--- src/rtl/g729_stage_sequencer_pkg.sv ---
// Shared encodings for the G.729 frame-level stage sequencer.
// Sequencer states, stage index map and the idle mux owner.
package g729_stage_sequencer_pkg;

    typedef enum logic [2:0] {
        S_IDLE,
        S_LAUNCH,
        S_ARM,
        S_WAIT,
        S_NEXT,
        S_FINISH
    } seq_state_t;

    localparam int STG_LSP_INTERP = 0;
    localparam int STG_PERC_VAR   = 1;
    localparam int STG_WGT_SPEECH = 2;
    localparam int STG_OPEN_LOOP  = 3;
    localparam int STG_TARGET     = 4;
    localparam int STG_CODEBOOK   = 5;

    localparam int G729_NUM_STAGES = 6;
    localparam int MUX_SEL_IDLE    = G729_NUM_STAGES;

endpackage

--- src/rtl/g729_seq_watchdog.sv ---
// Stage watchdog: saturating cycle counter plus limit compare.
// Only instantiated when G729_SEQ_WATCHDOG_EN is defined.
module g729_seq_watchdog #(
    parameter int TIMEOUT = 4096
) (
    input  logic clk,
    input  logic reset,
    input  logic clear,
    input  logic count,
    output logic expired
);

    localparam logic [15:0] LIMIT = 16'(TIMEOUT);

    logic [15:0] cnt_q;
    logic [15:0] cnt_d;

    always_comb begin
        cnt_d = cnt_q;
        if (clear) begin
            cnt_d = '0;
        end else if (count && (cnt_q != LIMIT)) begin
            cnt_d = cnt_q + 16'd1;
        end
    end

    always_ff @(posedge clk) begin
        if (reset) begin
            cnt_q <= '0;
        end else begin
            cnt_q <= cnt_d;
        end
    end

    assign expired = (cnt_q == LIMIT);

endmodule

--- src/rtl/g729_stage_sequencer.sv ---
// Frame sequencer: launches each G.729 encoder stage and owns the shared mux select.
// Optional stage watchdog enabled by defining G729_SEQ_WATCHDOG_EN.
module g729_stage_sequencer
    import g729_stage_sequencer_pkg::*;
#(
    parameter int NUM_STAGES = G729_NUM_STAGES,
    parameter int PRE_STAGES = 2,
    parameter int NUM_SUBFR  = 2,
    parameter int SEL_W      = 3,
    parameter int TIMEOUT    = 4096
) (
    input  logic                  clk,
    input  logic                  reset,
    input  logic                  start,
    input  logic [NUM_STAGES-1:0] stageDone,
    output logic [NUM_STAGES-1:0] stageStart,
    output logic [SEL_W-1:0]      muxSel,
    output logic                  subframe,
    output logic                  busy,
    output logic                  done,
    output logic                  error
);

    if (((2 ** SEL_W) < NUM_STAGES + 1) || (TIMEOUT < 1) || (TIMEOUT > 65535))
    begin : g_bad_cfg
        $error("g729_stage_sequencer: illegal parameter set");
    end

    localparam logic [SEL_W-1:0] SEL_IDLE = SEL_W'(NUM_STAGES);
    localparam logic [SEL_W-1:0] LAST_IDX = SEL_W'(NUM_STAGES - 1);
    localparam logic [SEL_W-1:0] LOOP_IDX = SEL_W'(PRE_STAGES);
    localparam bit               LOOP_EN  = (PRE_STAGES < NUM_STAGES);

    seq_state_t       state_q;
    seq_state_t       state_d;
    logic [SEL_W-1:0] idx_q;
    logic [SEL_W-1:0] idx_d;
    logic             sub_q;
    logic             sub_d;
    logic             wd_expired;

`ifdef G729_SEQ_WATCHDOG_EN
    logic error_q;
    logic error_d;

    g729_seq_watchdog #(
        .TIMEOUT (TIMEOUT)
    ) u_watchdog (
        .clk     (clk),
        .reset   (reset),
        .clear   (state_q == S_LAUNCH),
        .count   ((state_q == S_ARM) || (state_q == S_WAIT)),
        .expired (wd_expired)
    );

    always_comb begin
        error_d = error_q;
        if ((state_q == S_IDLE) && start) begin
            error_d = 1'b0;
        end else if ((state_q == S_WAIT) && !stageDone[idx_q] && wd_expired) begin
            error_d = 1'b1;
        end
    end

    always_ff @(posedge clk) begin
        if (reset) begin
            error_q <= 1'b0;
        end else begin
            error_q <= error_d;
        end
    end

    assign error = error_q;
`else
    assign wd_expired = 1'b0;
    assign error      = 1'b0;
`endif

    always_comb begin
        state_d    = state_q;
        idx_d      = idx_q;
        sub_d      = sub_q;
        stageStart = '0;
        muxSel     = SEL_IDLE;
        busy       = 1'b0;
        done       = 1'b0;
        unique case (state_q)
            S_IDLE: begin
                if (start) begin
                    state_d = S_LAUNCH;
                    idx_d   = '0;
                    sub_d   = 1'b0;
                end
            end
            S_LAUNCH: begin
                stageStart[idx_q] = 1'b1;
                muxSel            = idx_q;
                busy              = 1'b1;
                state_d           = S_ARM;
            end
            // A level done left high by the previous run is not looked at here.
            S_ARM: begin
                muxSel  = idx_q;
                busy    = 1'b1;
                state_d = S_WAIT;
            end
            S_WAIT: begin
                muxSel = idx_q;
                busy   = 1'b1;
                if (stageDone[idx_q]) begin
                    state_d = S_NEXT;
                end else if (wd_expired) begin
                    state_d = S_FINISH;
                end
            end
            S_NEXT: begin
                muxSel = idx_q;
                busy   = 1'b1;
                if (idx_q != LAST_IDX) begin
                    idx_d   = idx_q + 1'b1;
                    state_d = S_LAUNCH;
                end else if (LOOP_EN && (int'(sub_q) < NUM_SUBFR - 1)) begin
                    idx_d   = LOOP_IDX;
                    sub_d   = 1'b1;
                    state_d = S_LAUNCH;
                end else begin
                    state_d = S_FINISH;
                end
            end
            S_FINISH: begin
                done    = 1'b1;
                state_d = S_IDLE;
            end
            default: begin
                state_d = S_IDLE;
            end
        endcase
    end

    always_ff @(posedge clk) begin
        if (reset) begin
            state_q <= S_IDLE;
            idx_q   <= '0;
            sub_q   <= 1'b0;
        end else begin
            state_q <= state_d;
            idx_q   <= idx_d;
            sub_q   <= sub_d;
        end
    end

    assign subframe = sub_q;

endmodule

--- config.mk ---
export PLATFORM = sky130hd
export DESIGN_NAME = g729_stage_sequencer
export DESIGN_NICKNAME = d
export VERILOG_FILES = /design/src/rtl/g729_stage_sequencer_pkg.sv /design/src/rtl/g729_seq_watchdog.sv /design/src/rtl/g729_stage_sequencer.sv
export SDC_FILE = /design/constraint.sdc
export NUM_CORES = 1
export LEC_CHECK = 0
export CELL_PAD_IN_SITES_DETAIL_PLACEMENT = 1
export CELL_PAD_IN_SITES_GLOBAL_PLACEMENT = 2
export CORE_AREA = 2 2 53 55
export DETAILED_ROUTE_END_ITERATION = 12
export DIE_AREA = 0 0 55 57
export GPL_ROUTABILITY_DRIVEN = 1
export PLACE_DENSITY_LB_ADDON = 0.08
export SLEW_MARGIN = 15
export SYNTH_ARGS = -nofsm -noshare
export SYNTH_HDL_FRONTEND = slang
export SYNTH_SLANG_ARGS = --single-unit
--- constraint.sdc ---
create_clock -name clk -period 3.2 [get_ports clk]
set_clock_uncertainty 0.15 [all_clocks]
set_input_delay 0.32 -clock clk [delete_from_list [all_inputs] [get_ports clk]]
set_output_delay 0.32 -clock clk [all_outputs]
set_load 0.02 [all_outputs]
==> results.sh, run 1 <==
export IMPL_combined_area_of_all_synthesized_cells_um2=581
export IMPL_cp_arrival_ns=2.05
export IMPL_synth_top_flop_cell="dfxtp_1"
export IMPL_p_int_uw=167
export IMPL_worst_hold_path_num_cells=4
export IMPL_dr_total_vias=555
export IMPL_most_frequent_cells_in_the_layout="clkdlybuf4s50_1 (20), nor2_1 (12), dfxtp_1 (7)"
export IMPL_floorplan_die_height_um=57
export IMPL_power_ir_vdd_worst_mv=0.199
export IMPL_start_kind="flip-flop"
export IMPL_critical_path_class="reg2out"
export IMPL_crit_path_max_fanout=10
export IMPL_viasPerCell=4.55
export IMPL_grt_pass1_vias=528
export IMPL_placed_cell_area_um2=774
export IMPL_core_region_area_mm2=0.00262
export IMPL_synth_enable_flop_cells=0
export IMPL_drc_errors=0
export IMPL_drtIter0Drc=7
export IMPL_total_leakage_power_nw=0.289
export IMPL_synth_seq_area_share=0.241
export IMPL_critical_path_reg2reg_endpoint="idx_q[2]"
export IMPL_status="completed"
export IMPL_placementRows=19
export IMPL_fin_crit_sh=0.789
export IMPL_timing_final_setup_violations=0
export IMPL_min_period_ns=2.52
export IMPL_clock_tree_from_tritoncts="yes"
export IMPL_chipWidth_um=55
export IMPL_finish_cell_count_without_fillers=122
export IMPL_worst_case_setup_margin_in_the_final_layout_ns=0.676
export IMPL_timing_worst_slew_pin_value_ns=0.814
export IMPL_slew_violations=0
export IMPL_finalNetCount=103
export IMPL_die_area_mm2=0.00314
export IMPL_worst_ep_required_time_ns=2.73
export IMPL_drt_pre_antenna_iters=3
export IMPL_floorplan_initialDensity=0.222
export IMPL_cts_inserted_buffers=3
export IMPL_tns_ns=0
export IMPL_max_cap_violations=0
export IMPL_worst_hold_startpoint="subframe"
export IMPL_endpoint_kind="primary output"
export IMPL_io_pins=22
export IMPL_synth_async_sr_flop_share=0
export IMPL_antenna_cells_inserted=0
export IMPL_clock_sink_count=7
export IMPL_design_area_um2=801
export IMPL_crit_path_cell_trace="nor2b_1 > nand3_1 > nor3_1 > clkdlybuf4s50_1"
export IMPL_synth_lib_cells_used_distinct=35
export IMPL_grt_max_degree=15
export IMPL_cts_hold_buffers=0
export IMPL_hold_path_end="subframe"
export IMPL_rsz0062_at_grt="false"
export IMPL_dpl_worst_slack_ns=0.933
export IMPL_clk_pin_slew_worst_paths_ns=0.05
export IMPL_synth_largest_area_cell="dfxtp_1"
export IMPL_finalWeightedCongestion=0.662
export IMPL_critical_path_slowest_cell="clkdlybuf4s50_1"
export IMPL_worstSkewPairLatency_ns=0.25
export IMPL_synthesis_area_per_instance_um2=7.85
export IMPL_clk_path_buf_depth=2
export IMPL_crit_reg2reg_launch="idx_q[1]"
export IMPL_commonest_non_fill_non_tap_cell_in_the_layout="clkdlybuf4s50_1"
export IMPL_reg2reg_depth=6
export IMPL_post_cts_resized_instances=0
export IMPL_post_cts_setup_buffers=0
export IMPL_postSynthNetCount=85
export IMPL_wire_length_of_the_first_global_routing_pass_um=2500
export IMPL_finalWirelength_um=1460
export IMPL_grt_overflow_total=0
export IMPL_final_layout_size_suffix_gt1_frac=0.0659
export IMPL_synthCells=74
export IMPL_timing_hold_violations_final=0
export IMPL_timing_slew_headroom=0.450
export IMPL_total_switching_power_uw=63.7
export IMPL_total_number_of_yosys_warnings=0
export IMPL_place_hpwl_um=1180
export IMPL_netSwitchingFraction=0.276
export IMPL_place_inst=118
export IMPL_synth_seq_cells=7
export IMPL_seq_power_share=0.417
export IMPL_r2r_setup_slk_ns=1.19
export IMPL_clock_fmax_mhz=396
export IMPL_track_usage=0.106
export IMPL_ant_nets=0
export IMPL_post_synth_main_area_contributors="dfxtp_1 (24%), nor2_1 (7.8%), mux2i_1 (5.2%)"
export IMPL_area_delta_synth_final_pct=37.9
export IMPL_hold_class="reg2reg"
export IMPL_power_share_clock=0.344
export IMPL_power_density_mw_per_mm2=288
export IMPL_portBuffers=20
export IMPL_ctsRootBufferMaster="clkbuf_4"
export IMPL_combinationalPowerShare=0.240
export IMPL_crit_path_max_incr_delay_ns=0.63
export IMPL_synth_top_area_frac=0.241
export IMPL_post_drt_wl_per_cell_um=12.0
export IMPL_grt_antenna_before_repair=0
export IMPL_cts_htree_levels=1
==> logic make-up (layout without fill, tap and decap cells) <==
group / after synthesis / count (layout) / share of synthesized area
and+or+nand+nor: 39 / 39 / 0.401
adders and majority gates: 2 / 2 / 0.0431
AOI/OAI and AO/OA: 5 / 5 / 0.0668
xor gates and xnor gates: 4 / 4 / 0.0604
other: 1 / 1 / 0.00646
buffers and inverters: 12 / 29 / 0.110
DFF: 7 / 7 / 0.241
muxes: 4 / 4 / 0.0711
==> sequential cells by signal (all words and copies together) (netlist names) <==
signal    flops
idx_q         3
state_q       3
subframe      1
==> metrics by stage <==
stage | hold slack [ns] | utilization | power [mW]
6_report | 0.471 | 0.306 | 0.230
5_1_grt | 0.522 | 0.306 | 0.247
4_1_cts | 0.480 | 0.306 | 0.235
3_5_place_dp | 0.466 | 0.296 | 0.154
3_3_place_gp | 0.473 | 0.296 | 0.154
2_1_floorplan | 0.411 | - | 0.129
==> worst max-delay path by stage <==
stage | slack [ns] | end | from | depth (start not counted)
after global routing | 0.49 | stageStart[1] | state_q[0] | 4
after global placement | 0.96 | stageStart[1] | state_q[0] | 4
after detailed placement | 0.93 | stageStart[1] | state_q[0] | 4
after floorplan | 1.29 | stageStart[4] | state_q[0] | 3
after CTS | 0.67 | stageStart[1] | state_q[0] | 4
final | 0.68 | stageStart[1] | state_q[0] | 4
==> power groups by stage <==
stage | Sequential [mW] | Combinational, mW | Clock, mW
finish | 0.0960 | 0.0552 | 0.0792
detailed placement | 0.0978 | 0.0562 | 0
floorplan | 0.0923 | 0.0371 | 0
global placement | 0.0978 | 0.0562 | 0
CTS | 0.0959 | 0.0563 | 0.0829
global route | 0.0968 | 0.0612 | 0.0892
==> cell type report <==
cell class                      instances  area, um2
Fill cell                             325       1810
Multi-Input combinational cell         55        377
Clock buffer                            4       26.3
Tap cell                               31       38.8
Sequential cell                         7        140
Inverter                                5       18.8
Timing Repair Buffer                   20        200
==> worst max-delay path, delay by kind of cell (launching register included) <==
family        cells  cell delay [ns]
simple gates      3             0.68
buf+inv           1             0.63
flops             1             0.49
==> metal layers <==
layer / global-route usage / part of all wire / vias to the layer above
met2: 0.156 / 0.43 / 17
met3: 0.0183 / 0.075 / 4
met4: 0.0418 / 0.016 / 0
met1: 0.151 / 0.48 / 246
met5: 0 / 0 / -
li1: - / - / 288
==> cells in the mapped netlist (all sizes together), types with 2 or more instances <==
master,n
nand2b,2
nand3,2
ha,2
inv,5
and3,2
dfxtp,7
nor3,6
nor4b,2
buf,7
nor4,4
xnor2,3
nor2,12
mux2i,3
Power figures use the tool's default switching activity.
==> run 2: changes to the inputs <==
--- a/config.mk
+++ b/config.mk
@@ -7,9 +7,9 @@
 export LEC_CHECK = 0
 export CELL_PAD_IN_SITES_DETAIL_PLACEMENT = 1
 export CELL_PAD_IN_SITES_GLOBAL_PLACEMENT = 2
-export CORE_AREA = 2 2 53 55
+export CORE_AREA = 2 2 54 56
 export DETAILED_ROUTE_END_ITERATION = 12
-export DIE_AREA = 0 0 55 57
+export DIE_AREA = 0 0 56 58
 export GPL_ROUTABILITY_DRIVEN = 1
 export PLACE_DENSITY_LB_ADDON = 0.08
 export SLEW_MARGIN = 15
==> constraint.sdc (replaced) <==
create_clock -name clk -period 2.4 [get_ports clk]
set_clock_uncertainty 0.15 [all_clocks]
set_input_delay 0.24 -clock clk [delete_from_list [all_inputs] [get_ports clk]]
set_output_delay 0.24 -clock clk [all_outputs]
set_load 0.02 [all_outputs]
==> run 2 against run 1 <==
Effect of this change: hold slack gained 0.013 ns; first-iteration DRC count shrank 57%; largest power group unchanged; critical path type unchanged; clock power grew 45%; sequential share of layout area shrank 0.66 points.
==> results.sh, run 2 (same netlist as run 1, synthesis figures left out) <==
export IMPL_worst_ep_required_time_ns=2.01
export IMPL_cpLargestDelayFamily="buffers and inverters"
export IMPL_timing_final_setup_violations=0
export IMPL_clock_fmax_mhz=448
export IMPL_grt_max_degree=11
export IMPL_power_density_mw_per_mm2=388
export IMPL_rsz0062_at_grt="false"
export IMPL_io_pins=22
export IMPL_area_delta_synth_final_pct=43.3
export IMPL_grt_pass1_vias=552
export IMPL_slew_violations=0
export IMPL_critical_path_class="reg2out"
export IMPL_antenna_cells_inserted=0
export IMPL_start_kind="flip-flop"
export IMPL_netSwitchingFraction=0.292
export IMPL_portBuffers=20
export IMPL_cts_hold_buffers=0
export IMPL_finalNetCount=107
export IMPL_dr_total_vias=589
export IMPL_floorplan_initialDensity=0.218
export IMPL_power_share_clock=0.355
export IMPL_total_leakage_power_nw=0.315
export IMPL_combinationalPowerShare=0.265
export IMPL_endpoint_kind="primary output"
export IMPL_fin_crit_sh=0.929
export IMPL_commonest_non_fill_non_tap_cell_in_the_layout="clkdlybuf4s50_1"
export IMPL_ctsRootBufferMaster="clkbuf_4"
export IMPL_cts_inserted_buffers=3
export IMPL_hold_class="reg2reg"
export IMPL_place_hpwl_um=1240
export IMPL_tns_ns=0
export IMPL_most_frequent_cells_in_the_layout="clkdlybuf4s50_1 (19), nor2_1 (12), dfxtp_1 (7)"
export IMPL_worstSkewPairLatency_ns=0.26
export IMPL_grt_overflow_total=0
export IMPL_min_period_ns=2.23
export IMPL_timing_hold_violations_final=0
export IMPL_max_cap_violations=0
export IMPL_post_cts_setup_buffers=0
export IMPL_grt_antenna_before_repair=0
export IMPL_finalWeightedCongestion=0.673
export IMPL_met1_usage=0.115
export IMPL_viasPerCell=4.67
export IMPL_grt_met3_usage=0.0313
export IMPL_post_drt_wl_per_cell_um=12.3
export IMPL_p_int_uw=229
export IMPL_clock_tree_from_tritoncts="yes"
export IMPL_total_switching_power_uw=94.3
export IMPL_die_area_mm2=0.00325
export IMPL_crit_path_max_incr_delay_ns=0.60
export IMPL_seq_power_share=0.380
export IMPL_cts_htree_levels=1
export IMPL_gr_max_usage_layer="met2"
export IMPL_placementRows=19
export IMPL_clk_path_buf_depth=2
export IMPL_track_usage=0.103
export IMPL_critical_path_slowest_cell="clkdlybuf4s50_1"
export IMPL_ant_nets=0
export IMPL_final_layout_size_suffix_gt1_frac=0.116
export IMPL_wire_length_of_the_first_global_routing_pass_um=2530
export IMPL_chipWidth_um=56
export IMPL_power_ir_vdd_worst_mv=0.179
export IMPL_clk_pin_slew_worst_paths_ns=0.06
export IMPL_core_region_area_mm2=0.00266
export IMPL_clock_sink_count=7
export IMPL_crit_path_cell_trace="nor2_1 > xnor2_1 > and2_1 > clkdlybuf4s50_1"
export IMPL_crit_path_max_fanout=8
export IMPL_drt_pre_antenna_iters=3
export IMPL_drtIter0Drc=3
export IMPL_met2_usage=0.165
export IMPL_status="completed"
export IMPL_cp_arrival_ns=1.84
export IMPL_worst_path_buf_inv=1
export IMPL_drc_errors=0
export IMPL_floorplan_die_height_um=58
export IMPL_whs_ns=0.484
export IMPL_finalWirelength_um=1550
export IMPL_post_cts_resized_instances=1
## run 2: changes by cell type in the layout (fill, tap and decap cells not counted)
cell / delta
dlygate4sd2_1: +1
clkdlybuf4s50_1: -1
buf_4: +4
nor2b_2: +1
nor2b_1: -1
## run 2: per-layer routing
layer	routed length, um	up-vias
li1	-	295
met4	47	0
met3	102	5
met2	723	17
met5	0	-
met1	676	272
## run 2: through the flow
stage | instances | cell area [um2] | power (mW) | util | setup slack [ns]
final | 126 | 832 | 0.323 | 0.313 | 0.169
after global placement | 122 | 805 | 0.212 | 0.302 | 0.308
after CTS | 126 | 830 | 0.331 | 0.312 | 0.101
after detailed placement | 122 | 805 | 0.212 | 0.302 | 0.269
after floorplan | 74 | 581 | 0.172 | - | 0.571
after global routing | 126 | 832 | 0.341 | 0.313 | 0.0247
## run 2: layout make-up
class / instances / area [um2]
tap: 31 / 38.8
timing repair buffer: 24 / 229
clock buffer: 4 / 26.3
inverter: 5 / 18.8
sequential: 7 / 140
multi-input combinational: 55 / 379
fill: 342 / 1830
## run 2: worst reg2reg max path, cell delays in order, from the launching register on
cell     delay, ns
dfxtp_1       0.40
inv_1         0.16
ha_1          0.24
and3_4        0.18
or4b_4        0.51
xor2_1        0.16
nor4_2        0.13
## run 2: power by group through the flow
stage          logic [mW]  clock network, mW  registers (mW)
6_report           0.0856              0.115           0.123
5_1_grt            0.0927              0.125           0.124
3_3_place_gp       0.0869                  0           0.125
3_5_place_dp       0.0865                  0           0.125
4_1_cts            0.0869              0.121           0.123
2_1_floorplan      0.0494                  0           0.123
## run 2: path summary, 6_finish.rpt
kind | from | endpoint | slack [ns] | cells after the start
worst min-delay path | state_q[0] | state_q[0] | 0.48 | 2
worst min register to register | state_q[0] | state_q[0] | 0.48 | 2
worst max register to register | idx_q[1] | idx_q[2] | 0.39 | 6
worst max-delay path | state_q[1] | muxSel[0] | 0.17 | 4
